$ cat src/rtl/seq_gen_pkg.sv
// Shared definitions for the serial sequence generator: FSM encoding and the default pattern.
package seq_gen_pkg;

  typedef enum logic [1:0] {
    IDLE = 2'd0,
    RUN  = 2'd1,
    GAP  = 2'd2,
    DONE = 2'd3
  } state_e;

  localparam logic [11:0] DEFAULT_PATTERN = 12'b1101_1001_0100;

endpackage

$ cat src/rtl/mod_n_counter.sv
// Modulo-N up counter with enable, synchronous clear and a terminal-count (wrap) flag.
module mod_n_counter #(
  parameter int unsigned N = 12,
  parameter int unsigned W = (N > 1) ? $clog2(N) : 1
) (
  input  logic         clk,
  input  logic         rst,
  input  logic         en,
  input  logic         clr,
  output logic [W-1:0] cnt,
  output logic [W-1:0] cnt_next,
  output logic         wrap
);

  localparam logic [W-1:0] LAST = W'(N - 1);

  logic [W-1:0] cnt_q;

  assign cnt  = cnt_q;
  assign wrap = (cnt_q == LAST);

  // Next value is exported so the owner can register data aligned with the new index.
  always_comb begin
    cnt_next = cnt_q;
    if (clr) begin
      cnt_next = '0;
    end else if (en) begin
      cnt_next = wrap ? '0 : cnt_q + 1'b1;
    end
  end

  always_ff @(posedge clk) begin
    if (rst) begin
      cnt_q <= '0;
    end else begin
      cnt_q <= cnt_next;
    end
  end

endmodule

$ cat src/rtl/seq_gen_ctrl.sv
// Serial pattern generator: plays a latched pattern LSB-first, repeated rep times or until stop.
// Optional inter-repetition idle gap enabled by defining SEQ_GEN_CTRL_GAP_EN.
module seq_gen_ctrl
  import seq_gen_pkg::*;
#(
  parameter int unsigned PAT_W = 12,
  parameter int unsigned CNT_W = 8
) (
  input  logic             clk,
  input  logic             rst,
  input  logic             start,
  input  logic             stop,
  input  logic [PAT_W-1:0] pattern_in,
  input  logic [CNT_W-1:0] rep_in,
  input  logic [3:0]       gap_in,
  output logic             out,
  output logic             busy,
  output logic             done
);

  localparam int unsigned IDX_W = $clog2(PAT_W);

  state_e             state_q, state_d;
  logic [PAT_W-1:0]   pat_q, pat_d;
  logic [CNT_W-1:0]   rep_q, rep_d;
  logic [CNT_W-1:0]   rep_cnt_q, rep_cnt_d, rep_cnt_inc;
  logic               stop_pend_q, stop_pend_d;
  logic               out_q, out_d;
  logic               rep_last;
  logic               idx_en, idx_clr, idx_wrap;
  logic [IDX_W-1:0]   idx, idx_next;

`ifdef SEQ_GEN_CTRL_GAP_EN
  logic [3:0]         gap_q, gap_d, gap_cnt_q, gap_cnt_d;
`else
  logic               unused_gap;
  assign unused_gap = ^gap_in;
`endif

  mod_n_counter #(
    .N(PAT_W),
    .W(IDX_W)
  ) u_idx (
    .clk     (clk),
    .rst     (rst),
    .en      (idx_en),
    .clr     (idx_clr),
    .cnt     (idx),
    .cnt_next(idx_next),
    .wrap    (idx_wrap)
  );

  // Saturate so an endless run (rep 0) never wraps into a false terminal count.
  assign rep_cnt_inc = (&rep_cnt_q) ? rep_cnt_q : rep_cnt_q + 1'b1;
  assign rep_last    = (rep_q != '0) && (rep_cnt_inc == rep_q);

  always_comb begin
    state_d     = state_q;
    pat_d       = pat_q;
    rep_d       = rep_q;
    rep_cnt_d   = rep_cnt_q;
    stop_pend_d = stop_pend_q;
    idx_en      = 1'b0;
    idx_clr     = 1'b0;
`ifdef SEQ_GEN_CTRL_GAP_EN
    gap_d       = gap_q;
    gap_cnt_d   = gap_cnt_q;
`endif
    unique case (state_q)
      IDLE: begin
        if (start && !stop) begin
          pat_d       = pattern_in;
          rep_d       = rep_in;
          rep_cnt_d   = '0;
          stop_pend_d = 1'b0;
          idx_clr     = 1'b1;
          state_d     = RUN;
`ifdef SEQ_GEN_CTRL_GAP_EN
          gap_d       = gap_in;
`endif
        end
      end
      RUN: begin
        idx_en = 1'b1;
        if (stop) stop_pend_d = 1'b1;
        if (idx_wrap) begin
          rep_cnt_d = rep_cnt_inc;
          if (rep_last || stop_pend_q || stop) begin
            state_d = DONE;
`ifdef SEQ_GEN_CTRL_GAP_EN
          end else if (gap_q != '0) begin
            state_d   = GAP;
            gap_cnt_d = gap_q;
`endif
          end
        end
      end
`ifdef SEQ_GEN_CTRL_GAP_EN
      GAP: begin
        if (stop) stop_pend_d = 1'b1;
        gap_cnt_d = gap_cnt_q - 1'b1;
        if (gap_cnt_q == 4'd1) begin
          state_d = (stop_pend_q || stop) ? DONE : RUN;
        end
      end
`endif
      DONE: begin
        stop_pend_d = 1'b0;
        state_d     = IDLE;
      end
      default: state_d = IDLE;
    endcase
  end

  // Output is registered against the index it will show next cycle.
  assign out_d = (state_d == RUN) && pat_d[idx_next];

  always_ff @(posedge clk) begin
    if (rst) begin
      state_q     <= IDLE;
      pat_q       <= '0;
      rep_q       <= '0;
      rep_cnt_q   <= '0;
      stop_pend_q <= 1'b0;
      out_q       <= 1'b0;
`ifdef SEQ_GEN_CTRL_GAP_EN
      gap_q       <= '0;
      gap_cnt_q   <= '0;
`endif
    end else begin
      state_q     <= state_d;
      pat_q       <= pat_d;
      rep_q       <= rep_d;
      rep_cnt_q   <= rep_cnt_d;
      stop_pend_q <= stop_pend_d;
      out_q       <= out_d;
`ifdef SEQ_GEN_CTRL_GAP_EN
      gap_q       <= gap_d;
      gap_cnt_q   <= gap_cnt_d;
`endif
    end
  end

  assign out  = out_q;
  assign busy = (state_q == RUN) || (state_q == GAP);
  assign done = (state_q == DONE);

endmodule

$ cat config.mk
export PLATFORM = sky130hd
export DESIGN_NAME = seq_gen_ctrl
export DESIGN_NICKNAME = d
export VERILOG_FILES = /design/src/rtl/seq_gen_pkg.sv /design/src/rtl/mod_n_counter.sv /design/src/rtl/seq_gen_ctrl.sv
export SDC_FILE = /design/constraint.sdc
export NUM_CORES = 1
export LEC_CHECK = 0
export ABC_AREA = 1
export BUFFER_PORTS_ARGS = -buffer_cell sky130_fd_sc_hd__buf_2
export CELL_PAD_IN_SITES_DETAIL_PLACEMENT = 2
export CELL_PAD_IN_SITES_GLOBAL_PLACEMENT = 2
export CORE_MARGIN = 4
export CORE_UTILIZATION = 30
export DETAILED_ROUTE_END_ITERATION = 7
export GPL_TIMING_DRIVEN = 1
export PLACE_DENSITY = 0.77
export SLEW_MARGIN = 20
export SYNTH_ARGS = -nofsm -noshare
export SYNTH_HDL_FRONTEND = slang
export SYNTH_SLANG_ARGS = --single-unit
$ cat constraint.sdc
create_clock -name clk -period 2.2 [get_ports clk]
set_input_delay 0.11 -clock clk [delete_from_list [all_inputs] [get_ports clk]]
set_output_delay 0.11 -clock clk [all_outputs]
set_load 0.005 [all_outputs]
==> impl_metrics.json, run 1 <==
{
  "setup_tns_ps": 0,
  "grt_use_total_pct": 16.6,
  "die_y_microns": 89.0,
  "grt_pass1_wl_microns": 10100,
  "synth.distinct_cells": 33,
  "worstSetupPathType": "reg2reg",
  "hold_viol_final": 0,
  "drtPass1Iterations": 4,
  "worst_slew_pin_slew_ps": 695,
  "pwr_density_cell_nw_per_um2": 669,
  "core_sq_um": 6350,
  "min_period_ps": 2010,
  "syn_area_sq_um": 1970,
  "clkSinkCount": 36,
  "antenna_left": 0,
  "drt-met1-wl_microns": 2570,
  "finClkSkew_ps": 6.24,
  "path_max_fanout": 19,
  "vias_per_cell": 4.97,
  "met2_length_microns": 2970,
  "antenna_found_initial": 0,
  "cp-start-kind": "register",
  "p_leak_nw": 1.03,
  "ctsLongestPathBuffers": 2,
  "hold_path_class": "in2reg",
  "drcViolationCount": 0,
  "cts.htree.levels": 2,
  "drv_slew": 0,
  "place.gp.congestion": 0.766,
  "placedCellCount": 391,
  "top_layer": "met4",
  "synth_seq_cells": 36,
  "dr_wl_met3_microns": 164,
  "numCtsBuffers": 5,
  "drt_iter0_markers": 54,
  "cp-end-kind": "register",
  "outcome": "complete, no violations",
  "layout.cells.non_filler": 399,
  "yosys-top-cells-area": "dfxtp_1, nand2_1, nor2_1, nand3_1, inv_1",
  "max_clock_freq_mhz": 497,
  "syn_nets": 326,
  "ir_drop_uv": 298,
  "grt_pass1_vias": 2133,
  "hpwl_microns": 4510,
  "fin_nets": 356,
  "synth_top_area_share_pct": 36.6,
  "ios": 31,
  "yosysTopAreaCell": "dfxtp_1",
  "yosys_warnings": 0,
  "die_area_sq_um": 7920,
  "reg2reg_depth": 10,
  "timing.final.crit_share_pct": 91.4,
  "arrival_ps": 2250,
  "grt_max_degree": 36,
  "port_buffers": 26,
  "path_clk_slew_ps": 80,
  "antenna_cells": 0,
  "grt-ovfl-total": 0,
  "die_w_microns": 89.0,
  "setup_viol": 0,
  "drive_above_1_share_pct": 17.7,
  "seq_area_frac_synth_pct": 36.6,
  "rsz0062_at_grt": "false",
  "cts_root_buffer": "clkbuf_8",
  "start_util_pct": 31.0,
  "cts_tree": "yes",
  "routed_wl_microns": 5790,
  "wl_per_cell_microns": 14.5,
  "synth.avg_cell_area_sq_um": 6.76,
  "relSlewSlack_pct": 53.7,
  "min_delay_path_depth": 3,
  "syn_to_final_growth_pct": 16.6,
  "cts_setup_buffers": 0,
  "fp-row-count": 29,
  "required_ps": 2430,
  "insertion_delay_ps": 290,
  "vias": 1984,
  "syn-instance-count": 291,
  "cts_hold_buf": 0,
  "drv_cap": 0
}
## final timing paths
kind / startpoint / to / slack (ps)
setup / recovery: state_q[0] / out / 190
hold / removal: rep_in[3] / rep_q[3] / 90
setup reg to reg: state_q[0] / out / 190
hold reg to reg: stop_pend_q / stop_pend_q / 470
## power breakdown
| part | total, mW | switching (mW) | internal, mW |
|---|---|---|---|
| Clock | 0.492 | 0.242 | 0.250 |
| Sequential | 0.720 | 0.0265 | 0.693 |
| Combinational | 0.323 | 0.206 | 0.116 |
| Total | 1.53 | 0.475 | 1.06 |
## area by class of cell
type | instances | area, sq um
Timing Repair Buffer | 32 | 175
Clock inverter | 2 | 10.0
Clock buffer | 6 | 82.6
Sequential cell | 36 | 722
Fill cell | 778 | 4060
Inverter | 32 | 120
Tap cell | 77 | 96.3
Multi-Input combinational cell | 214 | 1090
## Yosys cell counts
master / number
inv_1: 29
o211ai_1: 4
buf_2: 2
a221oi_1: 2
buf_1: 1
a211oi_1: 6
ha_1: 7
o21bai_1: 1
a21o_1: 1
nand2_4: 3
mux2i_1: 1
or2_0: 2
nand3_1: 22
inv_2: 3
nand2_2: 3
xnor2_1: 1
o21ai_0: 12
clkbuf_1: 4
nand3_2: 1
a21oi_1: 19
nor4_1: 2
dfxtp_1: 36
nand4_1: 3
nor2_1: 34
xor2_1: 2
nor2_2: 1
buf_6: 1
nor2_4: 1
nand2_1: 82
o21ai_1: 2
buf_4: 1
nor3_1: 1
a21oi_2: 1
## flip-flops by register name, summed over array words and instances (netlist names)
signal       count
rep_cnt_q        8
out              1
rep_q            8
stop_pend_q      1
pat_q           12
u_idx.cnt        4
state_q          2
## metal layers
layer | vias up | track usage (%)
li1 | 1002 | -
met3 | 6 | 3.50
met1 | 952 | 19.4
met2 | 24 | 30.3
met4 | 0 | 4.87
met5 | - | 0
## worst max-delay path, stage by stage, from the launching register on
cell and delay [ps]:
dfxtp_1 430, inv_1 90, ha_1 260, nand2_2 160, buf_4 250, o21ai_0 170, o211ai_1 200, nand3_1 90
nand3_1 120, nand3_1 80, nor2_1 100
## what timing repair did
| item | CTS | global route |
|---|---|---|
| endpoints found under the hold margin | 0 | 0 |
| setup endpoints to repair | 0 | 2 |
| resized for setup | 0 | 5 |
## cells in the final DEF, fill, tap and decap left out, types with 2 or more instances in the layout
| cell type | count |
|---|---|
| a211oi_1 | 6 |
| a21oi_1 | 19 |
| a221oi_1 | 2 |
| buf_2 | 26 |
| buf_4 | 6 |
| clkbuf_8 | 6 |
| clkinv_2 | 2 |
| dfxtp_1 | 35 |
| ha_1 | 6 |
| inv_1 | 29 |
| inv_2 | 3 |
| nand2_1 | 81 |
| nand2_2 | 4 |
| nand2_4 | 3 |
| nand3_1 | 22 |
| nand4_1 | 3 |
| nor2_1 | 34 |
| nor4_1 | 2 |
| o211ai_1 | 4 |
| o21ai_0 | 11 |
| o21ai_1 | 2 |
| or2_0 | 2 |
| xor2_1 | 2 |
## kinds of logic after synthesis
logic type                 count (synthesis)  synth area share (%)
muxes                                      1                 0.509
DFF                                       36                  36.6
AOI/OAI and AO/OA                         48                  14.3
buffers and inverters                     41                  8.52
xor gates and xnor gates                   3                  1.34
adders and majority gates                  7                  4.45
and+or+nand+nor                          155                  34.3
## per-stage QoR
stage / worst slack (ps) / power [mW] / utilization (%) / hold WS, ps / cell area, sq um
final: 188 / 1.53 / 36.1 / 86.5 / 2290
after global routing: 0.311 / 1.65 / 36.1 / 87.9 / 2290
after CTS: 42.5 / 1.56 / 36.0 / 78.4 / 2280
after detailed placement: 54.7 / 1.06 / 34.5 / 389 / 2190
after global placement: 197 / 1.04 / 34.5 / 379 / 2190
after floorplan: 518 / 0.951 / - / 254 / 1970
Power figures use the tool's default switching activity.
==> run 2: changes to the inputs <==
Settings changed: CORE_UTILIZATION 30 to 28, PLACE_DENSITY 0.77 to 0.76.
Clock period 2.2 ns to 1.6 ns, I/O delays scaled along.
==> impl_metrics.json, run 2 (synthesis results as in run 1) <==
{
  "numCtsBuffers": 5,
  "grt_pass1_wl_microns": 15000,
  "grt_max_degree": 24,
  "hold_viol_final": 0,
  "grt_pass1_vias": 2747,
  "cp-end-kind": "register",
  "worstSetupPathType": "reg2reg",
  "largest_reg_flops": 12,
  "grt_use_total_pct": 22.9,
  "max_clock_freq_mhz": 493,
  "crit_end": "out",
  "antenna_found_initial": 0,
  "cp_cell_sequence": "buf_4 -> nand2_1 -> nor2_2 -> nand2_1 -> nand2_2 -> buf_4 -> nand4_1 -> nand2_1 -> nor2_2 -> nand4_1 -> nand2_1 -> nand2_2 -> nand2_2 -> nor2_2",
  "routed_wl_microns": 10100,
  "syn_to_final_growth_pct": 58.6,
  "placedCellCount": 452,
  "critPathBufInv": 2,
  "drv_slew": 0,
  "final_util_pct": 45.9,
  "ctsLongestPathBuffers": 2,
  "insertion_delay_ps": 300,
  "critPathMaxStageDelay_ps": 390,
  "drive_above_1_share_pct": 46.0,
  "final_common_cell": "nand2_1",
  "core_sq_um": 6790,
  "dp_worst_setup_slack_ps": -267,
  "drtPass1Iterations": 4,
  "cts_root_buffer": "clkbuf_8",
  "reg2reg_depth": 14,
  "grt-ovfl-total": 0,
  "p_leak_nw": 1.37,
  "fin_ws_ps": -427,
  "path_max_fanout": 4,
  "multi_input_area_sq_um": 1410,
  "crit_family": "simple AND/OR/NAND/NOR gates",
  "drv_cap": 0,
  "outcome": "complete, but fails checks",
  "relSlewSlack_pct": 70.4,
  "crit_top_cell": "nand2_1",
  "required_ps": 1840,
  "worst_slew_pin_slew_ps": 440,
  "die_area_sq_um": 8430,
  "fillers": 758,
  "rsz0062_at_grt": "true",
  "top_regs": "pat_q (12), rep_cnt_q (8), rep_q (8)",
  "reg2reg_slack_ps": -430,
  "ios": 31,
  "crit-reg2reg-launch": "rep_cnt_q[5]",
  "start_util_pct": 29.0,
  "port_buffers": 26,
  "hold_path_class": "in2reg",
  "path_clk_slew_ps": 80,
  "seq_area_sq_um": 733,
  "critical_path.slowest_cell": "dfxtp_1",
  "layout.cells.non_filler": 470,
  "clkSinkCount": 36,
  "vias": 2410,
  "arrival_ps": 2270,
  "vias_per_cell": 5.13,
  "die_y_microns": 91.8,
  "cts_tree": "yes",
  "hold-worst-slack_ps": 34.4,
  "ir_drop_uv": 430,
  "die_w_microns": 91.8,
  "drt_iter0_markers": 165,
  "antenna_left": 0,
  "reg2reg_to": "out",
  "layout_common_cells": "nand2_1, buf_4, dfxtp_1, buf_2, inv_1",
  "pwr_density_cell_nw_per_um2": 805,
  "setup_viol": 5,
  "wl_per_cell_microns": 21.5,
  "startpoint": "rep_cnt_q[5]",
  "cp_num_cells": 14,
  "timing.final.crit_share_pct": 127,
  "cts_hold_buf": 0,
  "top_register": "pat_q",
  "hpwl_microns": 5380,
  "place.gp.congestion": 0.774,
  "fin_nets": 409,
  "cp-start-kind": "register",
  "min_period_ps": 2030,
  "drcViolationCount": 0,
  "fp-row-count": 30,
  "cts.htree.levels": 2,
  "failed_checks": "negative setup slack",
  "finClkSkew_ps": 12.2,
  "antenna_cells": 0
}
[run 2: changes by cell type in the layout (fill, tap and decap cells not counted), moves of 7 or more]
cell     delta
buf_4      +43
nand2_1    -16
nor2_1     -12
nand3_1    -11
nand2_2    +10
nor2_2      +9
buf_6       +7
[run 2: how the worst min path moves through the flow]
stage	start	to	slack (ps)	cells past startpoint
final	rep_in[3]	rep_q[3]	30	3
after global routing	rep_in[3]	rep_q[3]	50	3
after CTS	rep_in[3]	rep_q[3]	30	3
after detailed placement	rep_in[3]	rep_q[3]	350	3
after global placement	rep_in[3]	rep_q[3]	340	3
after floorplan	rep_in[1]	rep_q[1]	220	2
[run 2: stage by stage]
stage / power [mW] / setup TNS [ps] / instance area, sq um
global placement: 1.57 / -254 / 2590
global route: 2.64 / -1540 / 3120
floorplan: 1.32 / 0 / 2000
CTS: 2.38 / -432 / 2880
finish: 2.51 / -826 / 3120
detailed placement: 1.60 / -987 / 2590
[run 2: final cells by class]
class	count	share of cell area [%]
Tap cell	96	3.85
Inverter	32	4.01
Timing Repair Buffer	85	20.4
Clock buffer	7	3.09
Multi-Input combinational cell	214	45.2
Sequential cell	36	23.5
[run 2: layer usage]
metal	routed length, microns	vias up	share of wire, %	global-route usage, %
met2	5220	81	52	42.4
met4	448	0	4.4	10.4
li1	-	1103	-	-
met3	422	33	4.2	3.45
met5	0	-	0	0
met1	4020	1193	40	25.5
[run 2: worst reg2reg max path, stage by stage (launching register included)]
cell and delay [ps]:
dfxtp_1 390, buf_4 170, nand2_1 70, nor2_2 150, nand2_1 80, nand2_2 100
buf_4 130, nand4_1 150, nand2_1 150, nor2_2 50, nand4_1 110, nand2_1 100
nand2_2 110, nand2_2 60, nor2_2 140
[run 2: power by group]
group / total (mW) / leakage, nW / switching, mW / internal (mW)
clock network: 0.748 / 0.0503 / 0.363 / 0.384
registers: 1.00 / 0.297 / 0.0467 / 0.954
logic: 0.763 / 1.02 / 0.443 / 0.319
total: 2.51 / 1.37 / 0.853 / 1.66
[run 2: timing repair]
item,4_1_cts,5_1_grt
gates resized for setup,26,67
endpoints found under the setup margin,10,14
buffers inserted,7,4
pin swaps,8,21
cloned,1,0
